$ cat src/rtl/conv_engine_pkg.sv
// Shared constants, FSM encoding and parameter-legality helper for the
// convolution engine and its MAC datapath.
package conv_engine_pkg;

    localparam int IMG_W  = 64;
    localparam int DATA_W = 8;
    localparam int ADDR_W = 12;
    localparam int FRAC   = 7;
    localparam int CRD_W  = $clog2(IMG_W);
    localparam int NTAPS  = 9;
    localparam int PROD_W = 17;
    localparam int ACC_W  = 21;
    localparam int ROUND  = 64;

    localparam logic [7:0] K_LEGAL = 8'd3;
    localparam logic [7:0] S_MIN   = 8'd1;
    localparam logic [7:0] S_MAX   = 8'd2;
    localparam logic [7:0] D_MIN   = 8'd1;
    localparam logic [7:0] D_MAX   = 8'd2;

    typedef enum logic [1:0] {
        ST_IDLE = 2'd0,
        ST_RUN  = 2'd1,
        ST_DONE = 2'd2
    } state_t;

    function automatic logic params_ok(
        input logic [7:0] k,
        input logic [7:0] s,
        input logic [7:0] d
    );
        return (k == K_LEGAL) &&
               (s >= S_MIN) && (s <= S_MAX) &&
               (d >= D_MIN) && (d <= D_MAX);
    endfunction

endpackage

$ cat src/rtl/conv_mac.sv
// Multiply-accumulate with round-half-up and clamp to 0..255.
// Ports: en (tap data valid), zero (padding tap), clr (restart sum),
// pixel/weight operands, acc (running sum), res (sat8 of acc + term).
module conv_mac
    import conv_engine_pkg::*;
(
    input  logic                     i_clk,
    input  logic                     i_rst_n,
    input  logic                     en,
    input  logic                     zero,
    input  logic                     clr,
    input  logic [DATA_W-1:0]        pixel,
    input  logic signed [DATA_W-1:0] weight,
    output logic signed [ACC_W-1:0]  acc,
    output logic [DATA_W-1:0]        res
);

    localparam logic signed [ACC_W-1:0] RND_C = ACC_W'(ROUND);

    logic signed [PROD_W-1:0] px_s;
    logic signed [PROD_W-1:0] wt_s;
    logic signed [PROD_W-1:0] prod;
    logic signed [ACC_W-1:0]  term;
    logic signed [ACC_W-1:0]  sum;
    logic signed [ACC_W-1:0]  rnd;

    // Unsigned pixel times signed weight, both widened to the product size.
    assign px_s = $signed({{(PROD_W-DATA_W){1'b0}}, pixel});
    assign wt_s = {{(PROD_W-DATA_W){weight[DATA_W-1]}}, weight};
    assign prod = px_s * wt_s;

    always_comb begin
        term = '0;
        if (en && !zero) begin
            term = {{(ACC_W-PROD_W){prod[PROD_W-1]}}, prod};
        end
        sum = acc + term;
        rnd = (sum + RND_C) >>> FRAC;
        if (rnd[ACC_W-1]) begin
            res = '0;
        end else if (|rnd[ACC_W-2:DATA_W]) begin
            res = '1;
        end else begin
            res = rnd[DATA_W-1:0];
        end
    end

    // The result is taken from the combined sum, so clearing on the
    // last tap still reports that tap's contribution.
    always_ff @(posedge i_clk or negedge i_rst_n) begin
        if (!i_rst_n) begin
            acc <= '0;
        end else if (clr) begin
            acc <= '0;
        end else if (en) begin
            acc <= sum;
        end
    end

endmodule

$ cat src/rtl/conv_engine.sv
// 3x3 zero-padded convolution over a 64x64 image read from single-port SRAM.
// Ports: i_start/i_kernel/i_stride/i_dilation/i_weight job setup, SRAM read
// port (o_sram_*, i_sram_q), result stream (o_out_*), o_busy/o_err/o_done.
module conv_engine
    import conv_engine_pkg::*;
(
    input  logic                      i_clk,
    input  logic                      i_rst_n,
    input  logic                      i_start,
    input  logic [7:0]                i_kernel,
    input  logic [7:0]                i_stride,
    input  logic [7:0]                i_dilation,
    input  logic [NTAPS*DATA_W-1:0]   i_weight,
    output logic [ADDR_W-1:0]         o_sram_addr,
    output logic                      o_sram_cen,
    output logic                      o_sram_wen,
    input  logic [DATA_W-1:0]         i_sram_q,
    output logic [DATA_W-1:0]         o_out_data,
    output logic [ADDR_W-1:0]         o_out_addr,
    output logic                      o_out_valid,
    output logic                      o_busy,
    output logic                      o_err,
    output logic                      o_done
);

    // Slot NTAPS of each pixel issues nothing; it drains the last tap.
    localparam logic [3:0] T_LAST = 4'(NTAPS);

    state_t state;
    state_t nxt;

    logic                        legal;
    logic                        accept;
    logic                        s2;
    logic                        d2;
    logic [NTAPS*DATA_W-1:0]     wts;
    logic [3:0]                  t;
    logic [1:0]                  ti;
    logic [1:0]                  tj;
    logic [CRD_W-1:0]            r;
    logic [CRD_W-1:0]            c;
    logic [CRD_W-1:0]            nmax;
    logic [CRD_W-1:0]            cr;
    logic [CRD_W-1:0]            cc;
    logic [ADDR_W-1:0]           idx;
    logic                        tail;
    logic signed [CRD_W+1:0]     dv;
    logic signed [CRD_W+1:0]     offr;
    logic signed [CRD_W+1:0]     offc;
    logic signed [CRD_W+1:0]     rr;
    logic signed [CRD_W+1:0]     cl;
    logic                        issue;
    logic                        oob;
    logic                        p_vld;
    logic                        p_zero;
    logic [3:0]                  p_tap;
    logic signed [DATA_W-1:0]    w_sel;
    logic                        mac_clr;
    logic [DATA_W-1:0]           mac_res;
    logic signed [ACC_W-1:0]     unused_acc;
    logic                        err;
    logic                        out_valid;
    logic [DATA_W-1:0]           out_data;
    logic [ADDR_W-1:0]           out_addr;

    assign legal  = params_ok(i_kernel, i_stride, i_dilation);
    assign accept = (state == ST_IDLE) && i_start;

    always_ff @(posedge i_clk or negedge i_rst_n) begin
        if (!i_rst_n) begin
            state <= ST_IDLE;
        end else begin
            state <= nxt;
        end
    end

    always_comb begin
        nxt = state;
        unique case (state)
            ST_IDLE: if (accept) nxt = legal ? ST_RUN : ST_DONE;
            ST_RUN:  if (tail) nxt = ST_DONE;
            ST_DONE: nxt = ST_IDLE;
            default: nxt = ST_IDLE;
        endcase
    end

    // Tap coordinates relative to the output centre; out-of-image taps
    // show up as nonzero bits above the coordinate field.
    always_comb begin
        nmax = s2 ? CRD_W'(IMG_W/2 - 1) : CRD_W'(IMG_W - 1);
        cr   = s2 ? {r[CRD_W-2:0], 1'b0} : r;
        cc   = s2 ? {c[CRD_W-2:0], 1'b0} : c;
        dv   = d2 ? (CRD_W+2)'(2) : (CRD_W+2)'(1);
        offr = '0;
        offc = '0;
        if (ti == 2'd0) offr = -dv;
        else if (ti == 2'd2) offr = dv;
        if (tj == 2'd0) offc = -dv;
        else if (tj == 2'd2) offc = dv;
        rr    = $signed({2'b00, cr}) + offr;
        cl    = $signed({2'b00, cc}) + offc;
        oob   = (rr[CRD_W+1:CRD_W] != 2'b00) ||
                (cl[CRD_W+1:CRD_W] != 2'b00);
        issue = (state == ST_RUN) && !tail && (t < T_LAST);
    end

    always_comb begin
        o_busy      = (state != ST_IDLE);
        o_done      = (state == ST_DONE);
        o_sram_wen  = 1'b1;
        o_sram_cen  = 1'b1;
        o_sram_addr = '0;
        if (issue && !oob) begin
            o_sram_cen  = 1'b0;
            o_sram_addr = {rr[CRD_W-1:0], cl[CRD_W-1:0]};
        end
    end

    always_ff @(posedge i_clk or negedge i_rst_n) begin
        if (!i_rst_n) begin
            s2  <= 1'b0;
            d2  <= 1'b0;
            wts <= '0;
            err <= 1'b0;
        end else if (accept) begin
            s2  <= (i_stride == S_MAX);
            d2  <= (i_dilation == D_MAX);
            wts <= i_weight;
            err <= !legal;
        end
    end

    always_ff @(posedge i_clk or negedge i_rst_n) begin
        if (!i_rst_n) begin
            t    <= '0;
            ti   <= '0;
            tj   <= '0;
            r    <= '0;
            c    <= '0;
            idx  <= '0;
            tail <= 1'b0;
        end else if (accept) begin
            t    <= '0;
            ti   <= '0;
            tj   <= '0;
            r    <= '0;
            c    <= '0;
            idx  <= '0;
            tail <= 1'b0;
        end else if ((state == ST_RUN) && !tail) begin
            if (t == T_LAST) begin
                t   <= '0;
                ti  <= '0;
                tj  <= '0;
                idx <= idx + 1'b1;
                if ((r == nmax) && (c == nmax)) begin
                    tail <= 1'b1;
                end else if (c == nmax) begin
                    c <= '0;
                    r <= r + 1'b1;
                end else begin
                    c <= c + 1'b1;
                end
            end else begin
                t <= t + 1'b1;
                if (tj == 2'd2) begin
                    tj <= '0;
                    ti <= ti + 1'b1;
                end else begin
                    tj <= tj + 1'b1;
                end
            end
        end
    end

    // Tap tag travels with the SRAM read so data and weight line up.
    always_ff @(posedge i_clk or negedge i_rst_n) begin
        if (!i_rst_n) begin
            p_vld  <= 1'b0;
            p_zero <= 1'b0;
            p_tap  <= '0;
        end else begin
            p_vld  <= issue;
            p_zero <= oob;
            p_tap  <= t;
        end
    end

    always_comb begin
        w_sel = '0;
        for (int k = 0; k < NTAPS; k++) begin
            if (p_tap == 4'(k)) w_sel = wts[DATA_W*k +: DATA_W];
        end
    end

    assign mac_clr = (state != ST_RUN) || (t == T_LAST);

    conv_mac u_mac (
        .i_clk   (i_clk),
        .i_rst_n (i_rst_n),
        .en      (p_vld),
        .zero    (p_zero),
        .clr     (mac_clr),
        .pixel   (i_sram_q),
        .weight  (w_sel),
        .acc     (unused_acc),
        .res     (mac_res)
    );

    always_ff @(posedge i_clk or negedge i_rst_n) begin
        if (!i_rst_n) begin
            out_valid <= 1'b0;
            out_data  <= '0;
            out_addr  <= '0;
        end else if ((state == ST_RUN) && !tail && (t == T_LAST)) begin
            out_valid <= 1'b1;
            out_data  <= mac_res;
            out_addr  <= idx;
        end else begin
            out_valid <= 1'b0;
        end
    end

    assign o_out_valid = out_valid;
    assign o_out_data  = out_data;
    assign o_out_addr  = out_addr;
    assign o_err       = err;

endmodule

$ cat config.mk
export PLATFORM = sky130hd
export DESIGN_NAME = conv_engine
export DESIGN_NICKNAME = d
export VERILOG_FILES = /design/src/rtl/conv_engine_pkg.sv /design/src/rtl/conv_mac.sv /design/src/rtl/conv_engine.sv
export SDC_FILE = /design/constraint.sdc
export NUM_CORES = 1
export LEC_CHECK = 0
export BUFFER_PORTS_ARGS = -buffer_cell sky130_fd_sc_hd__buf_2
export CAP_MARGIN = 20
export CELL_PAD_IN_SITES_DETAIL_PLACEMENT = 0
export CELL_PAD_IN_SITES_GLOBAL_PLACEMENT = 2
export CORE_MARGIN = 8
export CORE_UTILIZATION = 32
export DETAILED_ROUTE_END_ITERATION = 10
export GPL_TIMING_DRIVEN = 0
export PLACE_DENSITY_LB_ADDON = 0.1
export REMOVE_ABC_BUFFERS = 1
export SYNTH_ARGS = -nofsm -noshare
export SYNTH_HDL_FRONTEND = slang
export SYNTH_SLANG_ARGS = --single-unit
$ cat constraint.sdc
create_clock -name i_clk -period 8.7 [get_ports i_clk]
set_clock_uncertainty 0.15 [all_clocks]
set_input_delay 0.435 -clock i_clk [delete_from_list [all_inputs] [get_ports i_clk]]
set_output_delay 0.435 -clock i_clk [all_outputs]
set_load 0.02 [all_outputs]
# Yosys cells after proc, flatten, opt, wreduce, memory -nomap -nowiden
# Index checks and enable logic that the tools add are counted.
op_classes:
  n_addsub: 11
  n_reduce_logical: 37
  muxes: 57
  n_mul: 1
  n_lt_le_gt_ge: 5
  eq_ne: 22
op_table:
  columns: ["cell", "n"]
  rows:
  - ["2-to-1 mux 8 bit", 13]
  - ["2-to-1 mux 6 bit", 13]
  - ["2-to-1 mux 21 bit", 3]
  - ["2-to-1 mux 12 bit", 4]
  - ["2-to-1 mux 2 bit", 14]
  - ["equality test 8 x 2 -> 1 bit (second input constant)", 3]
  - ["adder 21 bit", 1]
  - ["adder 21 x 8 -> 21 bit (second input constant)", 1]
  - ["multiplier 9 x 8 -> 17 bit", 1]
  - ["adder 7 x 8 -> 8 bit", 2]
  - ["equality test 4 x 3 -> 1 bit (second input constant)", 4]
  - ["greater-or-equal comparator 8 x 1 -> 1 bit (second input constant)", 2]
  - ["<= comparator 8 x 2 -> 1 bit (second input constant)", 2]
  - ["nonzero test 2 bit", 8]
  - ["adder 12 x 1 -> 12 bit (second input constant)", 1]
  - ["adder 6 x 1 -> 6 bit (second input constant)", 2]
  - ["equality test 6 bit", 2]
  - ["2-to-1 mux 4 bit", 3]
  - ["logical AND 1 bit", 11]
  - ["equality test 4 x 2 -> 1 bit (second input constant)", 2]
  - ["equality test 4 bit (second input constant)", 2]
  - ["negation 2 -> 8 bit", 1]
  - ["equality test 2 bit (second input constant)", 3]
  - ["logical NOT 2 bit", 3]
  - ["other kinds (17)", 32]
word_totals:
  ff_bits: 158

# Longest topological paths before layout
depth:
  depth_word: 17
  ltp_mapped: 40

# Modules after synthesis
# A second synthesis with hierarchy kept.
hier_totals:
  hier_cells: 1382
  area_unflattened_um2: 11922.7
modules_own_cells:
  columns: ["module", "seq_area_each_um2", "instances", "area_per_inst_um2", "cells_per_inst"]
  rows:
  - ["conv_engine", 3428.3, 1, 7038.0, 789]
  - ["conv_mac", 525.5, 1, 4884.7, 593]

# Worst setup path after synthesis
# OpenSTA, ideal clock, no wires.
synth_timing:
  path_type: "flip-flop to flip-flop"
  startpoint: "register p_tap[1]"
  endpoint: "register out_data[1], in the netlist o_out_data[1]"
  period_less_slack_ns: 8.254
  required_ns: 8.413
  stages_incl_launch_ff: 38
  arrival_time_ns: 7.967
  path_buffers: 1
  setup_time_ns: 0.137
  setup_slack_ns: 0.446
  path_cell_list: "dfrtp_1 buf_2 nor3b_1 a32o_1 a21oi_1 or2_2 a32o_1 a31oi_1 nand2_1 fa_1 fa_1 inv_1 ha_1 inv_1 fa_1 inv_1 ha_1 a21o_1 [2 not listed] a21oi_1 o21bai_1 a21oi_1 o21ai_0 o41ai_1 xor2_1 nor2_1 ha_1 a21oi_1 o21ai_0 a211o_1 o21a_1 nor2_1 and4_4 nand4_1 xor2_1 nand2_1 a22oi_1"
synth_between:
  elab_chain_len: 17
synth_rtl:
  columns: ["item", "line_no", "rtl"]
  rows:
  - ["start: declaration", "conv_engine.sv:56", "logic [3:0] p_tap;"]
  - ["start signal: assignment", "conv_engine.sv:185", "p_tap <= t;"]
  - ["logical NOT 4 bit", "conv_engine.sv:192", "if (p_tap == 4'(k)) w_sel = wts[DATA_W*k +: DATA_W];"]
  - ["2-to-1 mux 8 bit (8 in series)", "conv_engine.sv:192", null]
  - ["2-to-1 mux 8 bit (*)", "conv_engine.sv:192", null]
  - ["multiplier 9 x 8 -> 17 bit (*)", "conv_mac.sv:30", "assign prod = px_s * wt_s;"]
  - ["2-to-1 mux 21 bit (*)", "conv_mac.sv:34", "if (en && !zero) begin"]
  - ["adder 21 bit (*)", "conv_mac.sv:37", "sum = acc + term;"]
  - ["adder 21 x 8 -> 21 bit (*)", "conv_mac.sv:38", "rnd = (sum + RND_C) >>> FRAC;"]
  - ["OR reduction 6 bit", "conv_mac.sv:41", "end else if (|rnd[ACC_W-2:DATA_W]) begin"]
  - ["2-to-1 mux 8 bit", "conv_mac.sv:41", null]
  - ["2-to-1 mux 8 bit (*)", "conv_mac.sv:39", "if (rnd[ACC_W-1]) begin"]
  - ["end signal: assignment", "conv_engine.sv:217", "out_data <= mac_res;"]
  - ["end: declaration", "conv_engine.sv:63", "logic [DATA_W-1:0] out_data;"]
# Mark *: on every way between the ends. The rest lies on a longest branch, timed or not.
# A chain may end at the register's enable or synchronous reset.

# Worst setup path after layout
layout_timing:
  startpoint: "register p_tap[0]"
  endpoint: "register out_data[1], in the netlist o_out_data[1]"
# Same word-level chain as after synthesis.

==> impl_metrics.tcl <==
set metrics [dict create \
    status "finished, final reports clean" \
    crit_path_start_kind "flop" \
    clockBufferDepth 2 \
    die_area_mm2 0.04195 \
    avgViaCountPerCell 4.794 \
    crit_top_cell "fa_1" \
    drive_gt1_share_pct 21.75 \
    fin_setup_tns_ns 0 \
    slew_headroom_pct 35.27 \
    num_vias 9488 \
    vdd_drop_max_uv 132.8 \
    cp.required_ns 8.91 \
    wl_per_cell_um 16.37 \
    synth.yosys.warnings 0 \
    ant_nets 0 \
    setup_violations 0 \
    cpPeakStageDelay_ns 0.57 \
    async_flop_share_pct 100.0 \
    dr.pass1.iters 5 \
    min_period_ns 8.350 \
    grt_pass1_vias 9702 \
    final_nets 1734 \
    cts_sinks 158 \
    cts_inserted_buffers 17 \
    syn_area_per_cell_um2 8.450 \
    yosysTopAreaCellShare_pct 34.66 \
    utilization_pct 39.50 \
    areaGrowthSynthToFinish_pct 22.28 \
    gp_congestion 0.7905 \
    synthFlopType "dfrtp_1" \
    path_max_fanout 8 \
    yosysMostFrequentCell "nand2_1" \
    row_count 69 \
    io_pins 145 \
    slew_violations 0 \
    cts_max_level 4 \
    grt_pass1_wl_um 52560 \
    core-area_mm2 0.03531 \
    synthTopCellsByCount "nand2_1 (331), dfrtp_1 (158), nor2_1 (122)" \
    cts.reportedPaths.clkPinSlew_ns 0.08 \
    drv_cap 0 \
    critPathSlowestCell "fa_1" \
    worstSetupPathType "flop to flop" \
    total_power_uw 2445 \
    fillers 3681 \
    ys_types 71 \
    arrival_ns 8.56 \
    ys_seq_area_share_pct 34.66 \
    powerDensity_mw_per_mm2 175.3 \
    clockRootBuffer "clkbuf_16" \
    grt_antenna_before_repair 2 \
    routed_wl_um 32400 \
    gr-total-overflow 0 \
    start_util_pct 32.31 \
    yosysTopAreaCell "dfrtp_1" \
    io_buffers 143 \
    ys_seq_elements 158 \
    clk_latency_ns 0.45 \
    fp.dieW_um 204.8 \
    syn-cell-area_mm2 0.01141 \
    grt_max_degree 88 \
    cts_tree "built" \
    fin_crit_sh_pct 95.97 \
    grt_use_total_pct 15.60 \
    dp_hpwl_um 23630 \
    drtIter0Drc 416 \
    tightest_slew_ns 0.9686 \
    hold_path.class "primary input to flop" \
    p_leak_uw 0.006879 \
    die-height_um 204.8 \
    end_kind "flop" \
    synth_area_leaders "dfrtp_1 (35%), nand2_1 (11%), ha_1 (9.1%), fa_1 (7.0%), nor2_1 (4.0%)" \
    timing.fmax_ghz 0.1198 \
    drcViolationCount 0 \
    synth-edff-count 0 \
    synth_cells 1350 \
    hold_viol 0 \
]
-- layer usage --
metal  track usage [%]  part of all wire [%]
met5                 0                 0.037
met4             3.394                  0.66
met3             3.384                   3.4
met2             25.01                    47
met1             21.28                    48
-- registers in the layout, indices dropped and copies added, names as in the netlist --
name,count
idx,12
o_out_data,8
u_mac.acc,21
p_zero,1
wts,72
o_out_valid,1
p_tap,4
tail,1
c,6
d2,1
s2,1
r,6
o_err,1
p_vld,1
state,2
tj,2
t,4
o_out_addr,12
ti,2
-- critical path, delay by kind of cell, from the launching register on --
kind / cells / cell delay (ns)
fa+ha+maj: 6 / 2.52
buf+inv: 2 / 0.31
simple gates: 8 / 1.24
xor+xnor: 2 / 0.40
mux: 1 / 0.21
compound gates: 14 / 2.93
flops: 1 / 0.46
-- power by group --
part	leakage, µW	switching, µW	total (µW)	internal [µW]
Clock	0.000272	354	755	401
Combinational	0.00458	486	886	400
Sequential	0.00202	24.8	804	779
Total	0.00688	865	2440	1580
-- cell type report --
class	instances	area, µm²	area share, %
well taps	461	576.8	4.135
clock buffers	19	432.9	3.104
inverters	83	311.5	2.234
flip-flops and latches	158	3964	28.42
multi-input cells	1058	7371	52.84
diodes	1	2.502	0.01794
repair buffers	186	1160	8.315
clock inverters	13	130.1	0.9329
-- what timing repair did --
action,CTS,global route
hold buffers,4,0
setup buffers,9,23
setup endpoints to repair,19,10
pin swaps,2,58
gates resized for setup,31,88
endpoints found under the hold margin,74,0
-- metrics by stage --
stage | setup slack, ns | hold slack (ns) | cell area (µm²) | cells
2_1_floorplan | 0.2531 | -0.01059 | 11180 | 1299
3_3_place_gp | -2.137 | 0.2993 | 12470 | 1903
3_5_place_dp | -2.041 | 0.2992 | 12610 | 1910
4_1_cts | 0.03178 | 0.0004994 | 13400 | 1955
5_1_grt | -0.08682 | 0.004935 | 13950 | 1979
6_report | 0.3504 | 0.02608 | 13950 | 1979
-- kinds of logic after synthesis --
logic type                 share of synthesized area [%]
AOI/OAI and AO/OA                                  10.89
xor gates and xnor gates                           4.519
adders and majority gates                          16.12
buffers and inverters                              4.760
DFF                                                34.66
muxes                                              3.685
other                                            0.03287
and+or+nand+nor                                    25.33
-- cells in the final DEF, fill, tap and decap left out, types with 7 or more instances in the layout --
master / n
nand2_1: 321
dfrtp_1: 154
buf_2: 143
nor2_1: 115
inv_1: 80
ha_1: 72
a21oi_1: 54
and2_1: 43
o21ai_0: 42
fa_1: 36
mux2i_1: 33
xnor2_1: 33
buf_4: 28
xor2_1: 21
nor2b_1: 19
nand3_1: 17
clkbuf_16: 17
nor3_1: 14
nand4_1: 14
nand2b_1: 13
and3_1: 11
a21o_1: 9
a22oi_1: 8
nand2_2: 8
mux2_2: 8
a22oi_2: 8
o21a_1: 7
a31oi_1: 7
or2_2: 7
or3_1: 7
nor4_1: 7
ha_4: 7
-- final timing paths --
check,start,endpoint,slack [ns],cells past startpoint
worst min-delay path,i_weight[37],wts[37],0.03,3
max in group asynchronous,i_rst_n,wts[64],7.14,3
worst max-delay path,p_tap[0],o_out_data[1],0.35,33
worst min register to register,wts[54],wts[54],0.32,2
min in group asynchronous,i_rst_n,r[4],0.39,2
worst max register to register,p_tap[0],o_out_data[1],0.35,33
Note: power is estimated with default switching activity, not from simulation.
